--- config.mk ---
export PLATFORM = sky130hd
export DESIGN_NAME = mem_port_arbiter_flat
export DESIGN_NICKNAME = d
export VERILOG_FILES = /design/src/rtl/mem_arb_pkg.sv /design/src/rtl/mem_port_arbiter_if.sv /design/src/rtl/mem_watchdog.sv /design/src/rtl/mem_port_arbiter.sv /design/src/flat_wrapper.sv
export SDC_FILE = /design/constraint.sdc
export NUM_CORES = 1
export LEC_CHECK = 0
export ABC_AREA = 1
export CORE_MARGIN = 8
export CORE_UTILIZATION = 32
export CTS_CLUSTER_DIAMETER = 30
export DETAILED_ROUTE_END_ITERATION = 12
export PLACE_DENSITY = 0.71
export SETUP_SLACK_MARGIN = 0.15
export SLEW_MARGIN = 0
export SYNTH_ARGS = -nofsm -noshare
export SYNTH_HDL_FRONTEND = slang
export SYNTH_HIERARCHICAL = 1
export SYNTH_SLANG_ARGS = --single-unit
--- constraint.sdc ---
create_clock -name clk -period 3.9 [get_ports clk]
set_input_delay 0.39 -clock clk [delete_from_list [all_inputs] [get_ports clk]]
set_output_delay 0.39 -clock clk [all_outputs]
set_load 0.01 [all_outputs]
--- src/rtl/mem_arb_pkg.sv ---
// rtl/mem_arb_pkg.sv - shared types and round-robin pick for the memory port arbiter
package mem_arb_pkg;

   typedef enum logic [1:0] {IDLE, BUSY, DONE} arb_state_e;
   typedef enum logic {OWN_I, OWN_D} owner_e;

   // With both ports requesting, the port that did not win last time goes first.
   function automatic owner_e rr_pick(input logic i_req, input logic d_req, input owner_e last);
      if (i_req && d_req) begin
         return (last == OWN_I) ? OWN_D : OWN_I;
      end
      return d_req ? OWN_D : OWN_I;
   endfunction

endpackage

--- src/rtl/mem_port_arbiter_if.sv ---
// rtl/mem_port_arbiter_if.sv - fetch, data and memory-side signals of the arbiter
interface mem_port_arbiter_if #(
   parameter int ADDR_W = 32,
   parameter int DATA_W = 32
);
   logic              i_req;
   logic [ADDR_W-1:0] i_addr;
   logic              i_cancel;
   logic [DATA_W-1:0] i_rdata;
   logic              i_valid;
   logic              d_req;
   logic              d_we;
   logic [ADDR_W-1:0] d_addr;
   logic [DATA_W-1:0] d_wdata;
   logic [DATA_W-1:0] d_rdata;
   logic              d_valid;
   logic              stall_f;
   logic              stall_m;
   logic              mem_req;
   logic              mem_we;
   logic [ADDR_W-1:0] mem_addr;
   logic [DATA_W-1:0] mem_wdata;
   logic              mem_ready;
   logic [DATA_W-1:0] mem_rdata;
   logic              timeout_err;

   modport slave (
      input  i_req, i_addr, i_cancel, d_req, d_we, d_addr, d_wdata, mem_ready, mem_rdata,
      output i_rdata, i_valid, d_rdata, d_valid, stall_f, stall_m,
             mem_req, mem_we, mem_addr, mem_wdata, timeout_err
   );

   modport master (
      output i_req, i_addr, i_cancel, d_req, d_we, d_addr, d_wdata, mem_ready, mem_rdata,
      input  i_rdata, i_valid, d_rdata, d_valid, stall_f, stall_m,
             mem_req, mem_we, mem_addr, mem_wdata, timeout_err
   );
endinterface

--- src/rtl/mem_watchdog.sv ---
// rtl/mem_watchdog.sv - counts enabled cycles and flags the TIMEOUT-th one
module mem_watchdog #(
   parameter int TIMEOUT = 255,
   parameter int TO_W    = 8
) (
   input  logic clk,
   input  logic rst,
   input  logic i_clear,
   input  logic i_enable,
   output logic o_expired
);
   localparam logic [TO_W-1:0] LIMIT = TO_W'(TIMEOUT - 1);

   logic [TO_W-1:0] r_cnt;

   always_ff @(posedge clk) begin
      if (rst || i_clear) begin
         r_cnt <= '0;
      end else if (i_enable && (r_cnt != LIMIT)) begin
         r_cnt <= r_cnt + 1'b1;
      end
   end

   assign o_expired = i_enable && (r_cnt == LIMIT);
endmodule

--- src/rtl/mem_port_arbiter.sv ---
// rtl/mem_port_arbiter.sv - round-robin fetch/data arbiter for a single-port memory
module mem_port_arbiter
   import mem_arb_pkg::*;
#(
   parameter int ADDR_W  = 32,
   parameter int DATA_W  = 32,
   parameter int TIMEOUT = 255,
   parameter int TO_W    = 8
) (
   input logic               clk,
   input logic               rst,
   mem_port_arbiter_if.slave bus
);
   arb_state_e        r_state;
   owner_e            r_owner;
   owner_e            r_last;
   logic              r_cancel;
   logic              r_i_valid;
   logic              r_d_valid;
   logic              r_mem_req;
   logic              r_mem_we;
   logic              r_timeout;
   logic [ADDR_W-1:0] r_mem_addr;
   logic [DATA_W-1:0] r_mem_wdata;
   logic [DATA_W-1:0] r_i_rdata;
   logic [DATA_W-1:0] r_d_rdata;

   owner_e w_pick;
   logic   w_any_req;
   logic   w_cancel_hit;
   logic   w_expired;
   logic   w_wd_en;
   logic   w_wd_clear;
   logic   w_i_valid;

   assign w_any_req  = bus.i_req || bus.d_req;
   assign w_pick     = rr_pick(bus.i_req, bus.d_req, r_last);
   assign w_wd_en    = (r_state == BUSY);
   assign w_wd_clear = !w_wd_en;
   // A cancel only matters when the fetch port owns, or is about to own, the memory.
   assign w_cancel_hit = bus.i_cancel &&
                         ((r_state == IDLE) ? (w_any_req && (w_pick == OWN_I)) : (r_owner == OWN_I));

   mem_watchdog #(.TIMEOUT(TIMEOUT), .TO_W(TO_W)) u_watchdog (
      .clk       (clk),
      .rst       (rst),
      .i_clear   (w_wd_clear),
      .i_enable  (w_wd_en),
      .o_expired (w_expired)
   );

   always_ff @(posedge clk) begin
      if (rst) begin
         r_state     <= IDLE;
         r_owner     <= OWN_I;
         r_last      <= OWN_I;
         r_cancel    <= 1'b0;
         r_i_valid   <= 1'b0;
         r_d_valid   <= 1'b0;
         r_mem_req   <= 1'b0;
         r_mem_we    <= 1'b0;
         r_timeout   <= 1'b0;
         r_mem_addr  <= '0;
         r_mem_wdata <= '0;
         r_i_rdata   <= '0;
         r_d_rdata   <= '0;
      end else begin
         r_i_valid <= 1'b0;
         r_d_valid <= 1'b0;
         case (r_state)
            IDLE: begin
               if (w_any_req) begin
                  r_owner     <= w_pick;
                  r_last      <= w_pick;
                  r_mem_req   <= 1'b1;
                  r_mem_we    <= (w_pick == OWN_D) && bus.d_we;
                  r_mem_addr  <= (w_pick == OWN_D) ? bus.d_addr : bus.i_addr;
                  r_mem_wdata <= (w_pick == OWN_D) ? bus.d_wdata : '0;
                  r_cancel    <= w_cancel_hit;
                  r_state     <= BUSY;
               end
            end
            BUSY: begin
               if (w_cancel_hit) begin
                  r_cancel <= 1'b1;
               end
               if (bus.mem_ready || w_expired) begin
                  r_mem_req <= 1'b0;
                  r_i_valid <= (r_owner == OWN_I) && !r_cancel && !bus.i_cancel;
                  r_d_valid <= (r_owner == OWN_D);
                  r_state   <= DONE;
                  // mem_ready wins over a watchdog expiry landing on the same cycle.
                  if (!bus.mem_ready) begin
                     r_timeout <= 1'b1;
                     if (r_owner == OWN_I) r_i_rdata <= '0;
                     else                  r_d_rdata <= '0;
                  end else if (r_owner == OWN_I) begin
                     r_i_rdata <= bus.mem_rdata;
                  end else if (!r_mem_we) begin
                     r_d_rdata <= bus.mem_rdata;
                  end
               end
            end
            DONE: begin
               r_cancel <= 1'b0;
               r_state  <= IDLE;
            end
            default: r_state <= IDLE;
         endcase
      end
   end

   // A flush arriving in the completion cycle still swallows the fetch pulse.
   assign w_i_valid = r_i_valid && !bus.i_cancel;

   assign bus.i_valid     = w_i_valid;
   assign bus.i_rdata     = r_i_rdata;
   assign bus.d_valid     = r_d_valid;
   assign bus.d_rdata     = r_d_rdata;
   assign bus.stall_f     = bus.i_req && !w_i_valid;
   assign bus.stall_m     = bus.d_req && !r_d_valid;
   assign bus.mem_req     = r_mem_req;
   assign bus.mem_we      = r_mem_we;
   assign bus.mem_addr    = r_mem_addr;
   assign bus.mem_wdata   = r_mem_wdata;
   assign bus.timeout_err = r_timeout;
endmodule
--- src/flat_wrapper.sv ---
// flat-port wrapper written by rule: the top's interface ports become plain ports
module mem_port_arbiter_flat import mem_arb_pkg::*;
#(
   parameter int ADDR_W  = 32,
   parameter int DATA_W  = 32,
   parameter int TIMEOUT = 255,
   parameter int TO_W    = 8
)
  (clk, rst, bus_i_req, bus_i_addr, bus_i_cancel, bus_d_req, bus_d_we, bus_d_addr, bus_d_wdata, bus_mem_ready, bus_mem_rdata, bus_i_rdata, bus_i_valid, bus_d_rdata, bus_d_valid, bus_stall_f, bus_stall_m, bus_mem_req, bus_mem_we, bus_mem_addr, bus_mem_wdata, bus_timeout_err);
  mem_port_arbiter_if #(.ADDR_W(ADDR_W), .DATA_W(DATA_W)) bus_i ();
  input logic clk;
  input logic rst;
  input wire logic [$bits(bus_i.i_req)-1:0] bus_i_req;
  input wire logic [$bits(bus_i.i_addr)-1:0] bus_i_addr;
  input wire logic [$bits(bus_i.i_cancel)-1:0] bus_i_cancel;
  input wire logic [$bits(bus_i.d_req)-1:0] bus_d_req;
  input wire logic [$bits(bus_i.d_we)-1:0] bus_d_we;
  input wire logic [$bits(bus_i.d_addr)-1:0] bus_d_addr;
  input wire logic [$bits(bus_i.d_wdata)-1:0] bus_d_wdata;
  input wire logic [$bits(bus_i.mem_ready)-1:0] bus_mem_ready;
  input wire logic [$bits(bus_i.mem_rdata)-1:0] bus_mem_rdata;
  output wire logic [$bits(bus_i.i_rdata)-1:0] bus_i_rdata;
  output wire logic [$bits(bus_i.i_valid)-1:0] bus_i_valid;
  output wire logic [$bits(bus_i.d_rdata)-1:0] bus_d_rdata;
  output wire logic [$bits(bus_i.d_valid)-1:0] bus_d_valid;
  output wire logic [$bits(bus_i.stall_f)-1:0] bus_stall_f;
  output wire logic [$bits(bus_i.stall_m)-1:0] bus_stall_m;
  output wire logic [$bits(bus_i.mem_req)-1:0] bus_mem_req;
  output wire logic [$bits(bus_i.mem_we)-1:0] bus_mem_we;
  output wire logic [$bits(bus_i.mem_addr)-1:0] bus_mem_addr;
  output wire logic [$bits(bus_i.mem_wdata)-1:0] bus_mem_wdata;
  output wire logic [$bits(bus_i.timeout_err)-1:0] bus_timeout_err;
  assign bus_i.i_req = bus_i_req;
  assign bus_i.i_addr = bus_i_addr;
  assign bus_i.i_cancel = bus_i_cancel;
  assign bus_i.d_req = bus_d_req;
  assign bus_i.d_we = bus_d_we;
  assign bus_i.d_addr = bus_d_addr;
  assign bus_i.d_wdata = bus_d_wdata;
  assign bus_i.mem_ready = bus_mem_ready;
  assign bus_i.mem_rdata = bus_mem_rdata;
  assign bus_i_rdata = bus_i.i_rdata;
  assign bus_i_valid = bus_i.i_valid;
  assign bus_d_rdata = bus_i.d_rdata;
  assign bus_d_valid = bus_i.d_valid;
  assign bus_stall_f = bus_i.stall_f;
  assign bus_stall_m = bus_i.stall_m;
  assign bus_mem_req = bus_i.mem_req;
  assign bus_mem_we = bus_i.mem_we;
  assign bus_mem_addr = bus_i.mem_addr;
  assign bus_mem_wdata = bus_i.mem_wdata;
  assign bus_timeout_err = bus_i.timeout_err;
  mem_port_arbiter #(.ADDR_W(ADDR_W), .DATA_W(DATA_W), .TIMEOUT(TIMEOUT), .TO_W(TO_W)) u_core (.clk(clk), .rst(rst), .bus(bus_i));
endmodule
== Word-level counts from Yosys, hierarchy flattened ==
Cells that the tools add are included.

* Add/subtract/negate cells: 1
* Equality and inequality tests: 8
* Multiplexer cells: 24
* Bitwise gates (word level): 5
* Reduce and logical (&&, ||, !) cells: 30

{| class="wikitable"
|+ Operator list
! cell !! number
|-
| 32-bit two-way mux || 9
|-
| 3-bit AND reduction || 4
|-
| 1-bit logical AND || 11
|-
| 1-bit two-way mux || 10
|-
| 8-bit by 1-bit adder with 8-bit output (second input constant) || 1
|-
| 8-bit == test (second input constant) || 1
|-
| 8-bit inequality test (second input constant) || 1
|-
| 2-bit by 1-bit inequality test with 1-bit output (second input constant) || 3
|-
| 1-bit zero test || 5
|-
| 1-bit NOT || 5
|-
| 2-bit two-way mux || 2
|-
| 2-bit case mux with 2 select lines || 1
|-
| 2-bit AND reduction || 2
|-
| 4-bit AND reduction || 1
|-
| 1-bit logical OR || 3
|-
| 1-bit case mux with 3 select lines || 1
|-
| 3-bit nonzero test || 1
|-
| 3-bit OR reduction || 1
|-
| 2-bit by 1-bit == test with 1-bit output (second input constant) || 1
|-
| 2-bit == test (second input constant) || 1
|-
| 2-bit zero test || 1
|-
| 2-bit inequality test (second input constant) || 1
|-
| 1-bit case mux with 2 select lines || 1
|-
| 2-bit nonzero test || 1
|}

* Register bits after elaboration: 145
* Bits of input ports: 135
* Output and inout port bits: 135
* Logic and storage cells: 81

== Longest topological paths before layout ==
Gate-level depths: netlist (run 1).

* Word-level depth: 9
* Gate-level depth with buffers: 13

== Cells and area by module ==
The synthesis (run 1) kept the hierarchy.

{| class="wikitable"
|+ By module, submodules not included
! module !! times used !! cells each !! area an instance (um^2)
|-
| mem_port_arbiter || 1 || 800 || 5662.9
|-
| mem_watchdog || 1 || 70 || 481.7
|}

== Worst setup path before layout (run 1) ==
OpenSTA, ideal clock, no wires.

* Path type: flip-flop to flip-flop
* Start point: reg u_core.u_watchdog.r_cnt[0]
* End point: reg u_core.r_i_rdata[15] (netlist: u_core/bus.i_rdata[15])
* Arrival time: 1647 ps
* Data required time: 3784 ps
* Slack: 2138 ps
* Cell stages (with the launch flop): 13
* Cells stage by stage: dfxtp_1 inv_1 ha_1 inv_1 nor2_1 nand2_4 nor2_1 nor2_4 nor2_4 nand2_4 clkbuf_1 o21ai_0 nor2_1

* Cells in the longest elaborated chain, start to end: 4

{| class="wikitable"
|+ Ends and longest elaborated chain
! what !! line !! RTL
|-
| start, declared || mem_watchdog.sv:14 || <nowiki>logic [TO_W-1:0] r_cnt;</nowiki>
|-
| start signal, assigned || mem_watchdog.sv:20 || <nowiki>r_cnt <= r_cnt + 1'b1;</nowiki>
|-
| 8-bit == test || mem_watchdog.sv:24 || <nowiki>assign o_expired = i_enable && (r_cnt == LIMIT);</nowiki>
|-
| 1-bit logical AND || mem_watchdog.sv:24 ||
|-
| net u_core.w_expired || mem_port_arbiter.sv:31 || <nowiki>logic w_expired;</nowiki>
|-
| 1-bit logical OR || mem_port_arbiter.sv:87 || <nowiki>if (bus.mem_ready || w_expired) begin</nowiki>
|-
| 3-bit AND reduction (no line) || - ||
|-
| end signal, assigned || mem_port_arbiter.sv:98 || <nowiki>r_i_rdata <= bus.mem_rdata;</nowiki>
|-
| end, declared || mem_port_arbiter.sv:25 || <nowiki>logic [DATA_W-1:0] r_i_rdata;</nowiki>
|}

The timed path passes the listed nets, and every way through them passes these cells.
A chain may end at the register's enable or synchronous reset.

== Worst setup path after layout (run 1) ==
* Start point: reg u_core.r_state[1]
* End point: reg u_core.r_d_rdata[28] (netlist: u_core/bus.d_rdata[28])

* Cells in the longest elaborated chain, start to end: 4

{| class="wikitable"
|+ Ends and longest elaborated chain
! what !! line !! RTL
|-
| start, declared || mem_port_arbiter.sv:14 || <nowiki>arb_state_e r_state;</nowiki>
|-
| start signal, assigned || mem_port_arbiter.sv:54 || <nowiki>r_state <= IDLE;</nowiki>
|-
| start signal, assigned || mem_port_arbiter.sv:80 || <nowiki>r_state <= BUSY;</nowiki>
|-
| start signal, assigned || mem_port_arbiter.sv:91 || <nowiki>r_state <= DONE;</nowiki>
|-
| 2-bit by 1-bit == test with 1-bit output || mem_port_arbiter.sv:38 || <nowiki>assign w_wd_en = (r_state == BUSY);</nowiki>
|-
| net u_core.w_wd_en || mem_port_arbiter.sv:32 || <nowiki>logic w_wd_en;</nowiki>
|-
| 1-bit logical AND || mem_watchdog.sv:24 ||
|-
| net u_core.w_expired || mem_port_arbiter.sv:31 ||
|-
| 1-bit logical OR || mem_port_arbiter.sv:87 ||
|-
| 4-bit AND reduction (no line) || - ||
|-
| end signal, assigned || mem_port_arbiter.sv:100 || <nowiki>r_d_rdata <= bus.mem_rdata;</nowiki>
|-
| end, declared || mem_port_arbiter.sv:26 || <nowiki>logic [DATA_W-1:0] r_d_rdata;</nowiki>
|}

The timed path passes the listed nets, and every way through them passes these cells.

==> impl_metrics.tcl, run 1 <==
set metrics [dict create \
    status "finished clean" \
    io_pins 270 \
    routed_wl_mm 20.92 \
    regArea_um2 2903 \
    core-area_um2 18770 \
    cts_resized 0 \
    setup_tns_ns 0 \
    antenna_cells 0 \
    max_cap_viol_count 0 \
    clk_latency_ns 0.41 \
    yosys.cell_types.count 28 \
    multi_input_area_um2 2700 \
    synth_cells 870 \
    rsz0062_at_grt "false" \
    grt_first_pass_wirelength_mm 32.64 \
    rows 50 \
    cp.required_ns 4.22 \
    crit_path_end_kind "flop" \
    p_leak_uw 0.003893 \
    grt_pass1_vias 6191 \
    setup_viol 0 \
    post_cts_buffers 0 \
    vias_per_cell 4.623 \
    drcViolationCount 0 \
    yosys-top-cells-area "dfxtp_1 47%, nand2_1 16%, nor2_1 7.6%, a21oi_1 7.0%, o21ai_0 3.9%" \
    syn_area_um2 6145 \
    critPathSlowestCell "inv_2" \
    ys_top_cells_by_count "265 x nand2_1, 145 x dfxtp_1, 125 x nor2_1" \
    die_y_um 154.6 \
    ir_worst_vdd_v 0.0002870 \
    ys_seq_area_share_pct 47.24 \
    async_flop_share_pct 0 \
    syn-mean-instance-area_um2 7.063 \
    critPathBufInv 3 \
    p_sw_uw 1160 \
    drt_iter0_drc 303 \
    grt_overflow 0 \
    swShare_pct 27.34 \
    fin_crit_sh_pct 69.83 \
    crit_type "flop to flop" \
    cts_tree "done" \
    synth_ff_type "dfxtp_1" \
    power.total_uw 4242 \
    routabilityCongestion 0.8152 \
    die_x_um 154.6 \
    root_buffer "clkbuf_16" \
    numCtsBuffers 17 \
    antenna_found_initial 0 \
    synth_edf_count 0 \
    period_minus_slack_ns 2.723 \
    fmax_mhz 367.2 \
    start_kind "flop" \
    grt_usage_pct 16.95 \
    area_growth_pct 54.73 \
    yosysTopAreaCellShare_pct 47.24 \
    grt_max_degree 86 \
    hpwlAfterDp_mm 15.09 \
    cts_max_level 4 \
    timing.final.ws_setup_ns 1.177 \
    hold_viol_final 0 \
    synth.most_common_cell "nand2_1" \
    min_path_type "flop to flop" \
    fin_util_pct 50.66 \
    slew_violations 0 \
    ctsLongestPathBuffers 2 \
    ys_seq_elements 145 \
    slew_headroom_pct 25.89 \
    synth_nets 1011 \
    p_per_area_nw_per_um2 446.1 \
    crit_chain "inv_1 -> ha_1 -> inv_1 -> nor2_1 -> nor2_4 -> nor2_4 -> nand2_2 -> inv_2 -> nand2_1 -> a21oi_1" \
    pre_cts_ws_ns 1.183 \
    clkTransAtPathRegs_ns 0.06 \
    critical_path_peak_fanout 33 \
    ys_warn_count 6 \
    dr_total_vias 6287 \
    skew_ns 0.009819 \
    cts.sinks 145 \
    critPathArrivalTime_ns 3.05 \
    num-fill-cells 1844 \
    max_stage_delay_ns 0.63 \
    crit_family "simple AND/OR/NAND/NOR gates" \
    avgRoutedWirePerCell_um 15.38 \
    start_util_pct 32.74 \
    ant_nets 0 \
    dieArea_um2 23890 \
    p_int_uw 3082 \
    num-nets-final 1254 \
    io_buffers 269 \
    synth_top_area_cell "dfxtp_1" \
    firstDrtPassIters 5 \
    layout-drive-gt1-share_pct 5.329 \
    hold_ws_ns 0.4375 \
    clock_power_share_pct 39.7 \
    power_frac_seq_pct 39.2 \
    postCtsHoldBufs 0 \
    comb_power_share_pct 21.1 \
    tightestPinTransition_ns 1.110 \
]
sequential cells by signal, indices dropped and copies added (netlist names):
name / cells
u_core/r_i_valid: 1
u_core/u_watchdog/r_cnt: 8
u_core/bus.mem_we: 1
u_core/bus.d_valid: 1
u_core/bus.mem_req: 1
u_core/bus.mem_addr: 32
u_core/bus.mem_wdata: 32
u_core/r_state: 2
u_core/r_last: 1
u_core/bus.timeout_err: 1
u_core/bus.i_rdata: 32
u_core/r_cancel: 1
u_core/bus.d_rdata: 32
worst paths after layout:
path                            slack (ns)  cells after the start               from                endpoint
worst max-delay path                  1.18                     10  u_core/r_state[1]  u_core/bus.d_rdata[28]
worst min-delay path                  0.44                      1    u_core/r_cancel        u_core/r_i_valid
worst max register to register        1.18                     10  u_core/r_state[1]  u_core/bus.d_rdata[28]
worst min register to register        0.44                      1    u_core/r_cancel        u_core/r_i_valid
logic make-up (layout without fill, tap and decap cells):
kind of cell	Yosys count	in the layout	synth area share [%]
AND/OR/NAND/NOR	455	455	30.69
flip-flops	145	145	47.24
AO/OA/AOI/OAI	142	142	11.61
buffers and inverters	119	375	8.817
adder cells (fa/ha/maj)	6	6	1.222
XOR/XNOR	3	3	0.4277
through the flow:
step / cell area, um^2 / std cells
after detailed placement: 8894 / 1328
after CTS: 9508 / 1360
after floorplan: 6145 / 870
final: 9508 / 1360
after global placement: 8894 / 1328
after global routing: 9508 / 1360
layer usage:
metal	global-route usage, %	part of all wire [%]	up-vias
li1	-	-	3209
met1	20.27	43	2817
met2	26.77	45	252
met3	7.941	11	9
met4	4.713	0.84	0
met5	0	0	-
worst register-to-register path, stage by stage (launching register included):
cell and delay, ns:
dfxtp_1 0.33, inv_1 0.10, ha_1 0.40, inv_1 0.08
nor2_1 0.24, nor2_4 0.07, nor2_4 0.13, nand2_2 0.38
inv_2 0.64, nand2_1 0.13, a21oi_1 0.15
layout by cell type, fill, tap and decap left out, drive strengths merged:
cell	synthesis	final
xor2	1	1
clkinv	0	1
a21oi	86	86
o31ai	1	1
nor4	1	1
nand2	274	274
ha	6	6
buf	30	9
nand4	3	3
bufinv	0	3
dfxtp	145	145
nand3b	9	9
o21ai	55	55
nand3	36	36
nor3	1	1
clkdlybuf4s50	0	268
nor2	131	131
clkbuf	23	21
clkinvlp	0	5
inv	66	68
xnor2	2	2
area by class of cell:
| class | count | area share [%] |
|---|---|---|
| clock buffers | 21 | 4.843 |
| clock inverters | 11 | 1.619 |
| inverters | 66 | 2.632 |
| multi-input cells | 606 | 28.40 |
| flip-flops and latches | 145 | 30.53 |
| well taps | 234 | 3.079 |
| repair buffers | 277 | 28.90 |
power groups by stage:
stage / sequential (uW) / clock, uW / combinational [uW]
4_1_cts: 1660 / 1730 / 909
6_report: 1660 / 1680 / 895
2_1_floorplan: 1740 / 0 / 403
5_1_grt: 1680 / 1790 / 988
3_5_place_dp: 1690 / 0 / 904
3_3_place_gp: 1690 / 0 / 902
Note: power is estimated with default switching activity, not from simulation.
==> inputs of run 2 (changes only) <==
Clock period 3.9 ns to 2.6 ns, I/O delays scaled along.
==> impl_metrics.tcl, run 2 (synthesis gave the netlist of run 1 again) <==
set metrics [dict create \
    die_y_um 154.6 \
    grt_first_pass_wirelength_mm 33.26 \
    start_kind "flop" \
    cts_tree "done" \
    p_per_area_nw_per_um2 662.2 \
    hpwlAfterDp_mm 15.36 \
    fin_crit_sh_pct 80.44 \
    skew_ns 0.006169 \
    regToRegSetupSlack_ns 0.51 \
    routed_wl_mm 21.22 \
    clkTransAtPathRegs_ns 0.06 \
    period_minus_slack_ns 2.092 \
    hold_start "rst" \
    vias_per_cell 4.643 \
    status "finished clean" \
    antenna_found_initial 0 \
    io_pins 270 \
    grt_usage_pct 17.41 \
    ff2ff_path_depth 12 \
    num-nets-final 1263 \
    ir_worst_vdd_v 0.0004169 \
    setup_tns_ns 0 \
    postCtsHoldBufs 0 \
    cp.required_ns 2.93 \
    cts_max_level 4 \
    ctsLongestPathBuffers 2 \
    routabilityCongestion 0.8067 \
    final_common_cell "clkdlybuf4s50_1" \
    slew_headroom_pct 66.56 \
    firstDrtPassIters 5 \
    io_buffers 269 \
    p_leak_uw 0.003946 \
    dpl_cell_area_um2 8986 \
    critical_path_peak_fanout 32 \
    area_growth_pct 55.83 \
    max_cap_viol_count 0 \
    whs_path_depth 2 \
    dr_total_vias 6347 \
    grt_overflow 0 \
    timing.rr.end "u_core/bus.d_rdata[27]" \
    avgRoutedWirePerCell_um 15.52 \
    cts.sinks 145 \
    r2r_start "u_core/u_watchdog/r_cnt[1]" \
    crit_type "flop to flop" \
    ant_nets 0 \
    die_x_um 154.6 \
    rsz0062_at_grt "false" \
    cts_resized 0 \
    dieArea_um2 23890 \
    drt_iter0_drc 305 \
    crit_path_end_kind "flop" \
    fin_area_um2 9575 \
    core-area_um2 18770 \
    post_cts_buffers 0 \
    setup_viol 0 \
    grt_max_degree 55 \
    hold_path_end "u_core/r_cancel" \
    hold_ws_ns 0.3285 \
    slew_violations 0 \
    min_path_type "input port to flop" \
    fmax_mhz 478.1 \
    grt_pass1_vias 6180 \
    numCtsBuffers 17 \
    start_util_pct 32.74 \
    antenna_cells 0 \
    clk_latency_ns 0.41 \
    num-fill-cells 1844 \
    drcViolationCount 0 \
    tightestPinTransition_ns 0.5015 \
    layout_common_cells "268 x clkdlybuf4s50_1, 265 x nand2_1, 145 x dfxtp_1, 125 x nor2_1, 86 x a21oi_1" \
    root_buffer "clkbuf_16" \
    hold_viol_final 0 \
    rows 50 \
    critPathArrivalTime_ns 2.43 \
    layout-drive-gt1-share_pct 6.090 \
]
## run 2: cell types whose count changed in the layout (fill, tap and decap cells not counted)
cell and delta:
buf_4 +7, clkinv_2 +3, clkinv_4 +3, clkinvlp_4 -3, buf_12 +2, clkbuf_1 -2, clkbuf_8 -2, inv_6 -1
## run 2: stage by stage
stage / power, uW / util, % / cells / setup WS, ns
after floorplan: 3217 / - / 870 / 0.8376
after CTS: 6426 / 51.02 / 1367 / 0.4995
after global placement: 3920 / 47.88 / 1337 / 0.5767
final: 6341 / 51.02 / 1367 / 0.5085
after global routing: 6674 / 51.02 / 1367 / 0.3149
after detailed placement: 3934 / 47.88 / 1337 / 0.5220
## run 2: worst max path at each step
stage,endpoint,startpoint,depth (start not counted),slack (ns)
floorplan,u_core/bus.i_rdata[18],u_core/u_watchdog/r_cnt[0],12,0.84
global route,u_core/bus.d_rdata[21],u_core/u_watchdog/r_cnt[1],12,0.31
detailed placement,u_core/bus.d_rdata[21],u_core/u_watchdog/r_cnt[0],13,0.52
finish,u_core/bus.d_rdata[27],u_core/u_watchdog/r_cnt[1],12,0.51
CTS,u_core/bus.d_rdata[27],u_core/u_watchdog/r_cnt[0],13,0.50
global placement,u_core/bus.d_rdata[10],u_core/u_watchdog/r_cnt[0],13,0.58
## run 2: cell type report
type	instances	area, um^2	area share [%]
Multi-Input combinational cell	606	2700	28.20
Tap cell	234	292.8	3.058
Sequential cell	145	2903	30.31
Timing Repair Buffer	286	2840	29.66
Inverter	66	250.2	2.613
Clock buffer	17	425.4	4.443
Clock inverter	13	163.9	1.712
## run 2: per-layer routing
| layer | track usage (%) | part of all wire [%] | up-vias | wire, um |
|---|---|---|---|---|
| met5 | 0 | 0 | - | 0 |
| met4 | 4.900 | 0.99 | 0 | 211 |
| met3 | 7.941 | 11 | 16 | 2327 |
| met2 | 27.78 | 44 | 259 | 9434 |
| met1 | 20.71 | 44 | 2846 | 9242 |
| li1 | - | - | 3226 | - |
## run 2: critical path, stage by stage, from the launching register on
cell	delay [ns]
dfxtp_1	0.39
ha_1	0.19
inv_1	0.04
nor2_1	0.18
nand2_4	0.10
nor2_1	0.21
nor2_4	0.06
nor2_4	0.14
nand2_2	0.08
inv_2	0.04
buf_4	0.33
nand2_1	0.11
a21oi_1	0.14
## run 2: report_power, final
group          switching, uW  internal, uW
clock network            969          1500
registers               92.8          2400
logic                    699           679
==> inputs of run 3 (changes only) <==
Clock period 2.6 ns to 2 ns, I/O delays scaled along.
==> impl_metrics.tcl, run 3 (synthesis gave the netlist of run 1 again) <==
set metrics [dict create \
    critPathLaunch "u_core/u_watchdog/r_cnt[0]" \
    cts_tree "done" \
    r2r_start "u_core/u_watchdog/r_cnt[0]" \
    grt_usage_pct 17.51 \
    final_common_cell "clkdlybuf4s50_1" \
    cts_max_level 4 \
    max_cap_viol_count 0 \
    clk_latency_ns 0.42 \
    rows 50 \
    timing.rr.end "u_core/bus.d_rdata[21]" \
    ir_worst_vdd_v 0.0005747 \
    crit_path_end_kind "flop" \
    cp_common_cell "nor2_4" \
    ant_nets 0 \
    dieArea_um2 23890 \
    cts.sinks 145 \
    start_kind "flop" \
    critPathBufInv 4 \
    io_buffers 269 \
    routabilityCongestion 0.7897 \
    grt_first_pass_wirelength_mm 33.42 \
    crit_type "flop to flop" \
    hold_viol_final 0 \
    critPathArrivalTime_ns 2.18 \
    area_growth_pct 63.47 \
    period_minus_slack_ns 1.852 \
    crit_chain "inv_4 -> ha_4 -> inv_2 -> nor2_4 -> nand2_4 -> nor2_4 -> nor2_4 -> nor2_4 -> nand2_4 -> inv_6 -> clkbuf_16 -> nand2_2 -> a21oi_1" \
    min_path_type "input port to flop" \
    layout-drive-gt1-share_pct 9.130 \
    regToRegSetupSlack_ns 0.15 \
    drcViolationCount 0 \
    crit_family "simple AND/OR/NAND/NOR gates" \
    vias_per_cell 4.694 \
    final_cells 1385 \
    drt_iter0_drc 310 \
    grt_max_degree 85 \
    critical_path_peak_fanout 8 \
    ctsLongestPathBuffers 2 \
    num-nets-final 1279 \
    io_pins 270 \
    p_leak_uw 0.004150 \
    root_buffer "clkbuf_16" \
    start_util_pct 32.74 \
    status "finished clean" \
    cp.required_ns 2.33 \
    core-area_um2 18770 \
    die_x_um 154.6 \
    fin_crit_sh_pct 92.61 \
    die_y_um 154.6 \
    p_per_area_nw_per_um2 831.4 \
    grt_pass1_vias 6296 \
    setup_viol 0 \
    antenna_found_initial 1 \
    slew_headroom_pct 64.09 \
    slew_violations 0 \
    tightestPinTransition_ns 0.5387 \
    rsz0062_at_grt "true" \
    dr_total_vias 6501 \
    hpwlAfterDp_mm 15.27 \
    firstDrtPassIters 4 \
    place_inst 1339 \
    crit_cells 13 \
    skew_ns 0.01166 \
    cp-endpoint "u_core/bus.d_rdata[21]" \
    clkTransAtPathRegs_ns 0.06 \
    num-fill-cells 1795 \
    grt_overflow 0 \
    critPathSlowestCell "dfxtp_4" \
    ff2ff_path_depth 13 \
    setup_tns_ns 0 \
    max_stage_delay_ns 0.35 \
    fmax_mhz 539.9 \
    layout_common_cells "268 x clkdlybuf4s50_1, 261 x nand2_1, 141 x dfxtp_1, 123 x nor2_1, 82 x a21oi_1" \
    numCtsBuffers 17 \
    routed_wl_mm 22.70 \
    avgRoutedWirePerCell_um 16.39 \
]
[run 3: area by class of cell]
class                      instances  area [um^2]  share of cell area [%]
timing repair buffer             302         3216                   32.01
clock inverter                    12        135.1                   1.345
tap                              234        292.8                   2.915
multi-input combinational        606         2778                   27.65
inverter                          66        265.3                   2.641
sequential                       145         2913                   29.00
antenna                            1        2.502                 0.02491
clock buffer                      19        442.9                   4.410
[run 3: worst min-delay path by stage]
stage / start / to / depth (start not counted) / slack (ns)
global placement: u_core/r_cancel / u_core/r_i_valid / 1 / 0.41
floorplan: bus_i_cancel / u_core/r_i_valid / 1 / 0.28
finish: rst / u_core/bus.timeout_err / 2 / 0.04
detailed placement: u_core/r_cancel / u_core/r_i_valid / 1 / 0.42
CTS: rst / u_core/bus.timeout_err / 2 / 0.02
global route: rst / u_core/bus.timeout_err / 2 / 0.03
[run 3: metal layers]
layer	global-route usage (%)	wire length, um	vias to the layer above	share of wire [%]
li1	-	-	3266	-
met1	21.09	9280	2924	41
met4	4.993	366	0	1.6
met5	0	0	-	0
met2	27.36	10410	287	46
met3	8.275	2649	24	12
[run 3: timing repair]
item	in CTS	in global routing
setup endpoints to repair	64	64
hold buffers	0	0
gates cloned	0	9
gates resized for setup	4	68
pin swaps	0	16
setup buffers	0	5
[run 3: where the power goes]
part           switching, uW  total [uW]  leakage, uW  internal (uW)
sequential               124        3240      0.00119           3120
clock                   1250        3120     0.000283           1870
combinational            977        1990      0.00268           1010
[run 3: through the flow]
step | worst slack, ns | hold WS (ns) | area (um^2) | power [uW] | util (%)
3_3_place_gp | 0.1040 | 0.4116 | 9126 | 5164 | 48.63
3_5_place_dp | 0.05369 | 0.4153 | 9126 | 5177 | 48.63
2_1_floorplan | 0.2376 | 0.2787 | 6145 | 4182 | -
4_1_cts | 0.1315 | 0.01897 | 9709 | 8338 | 51.73
6_report | 0.1478 | 0.03628 | 10040 | 8351 | 53.52
5_1_grt | 0.06630 | 0.02963 | 10040 | 8785 | 53.52
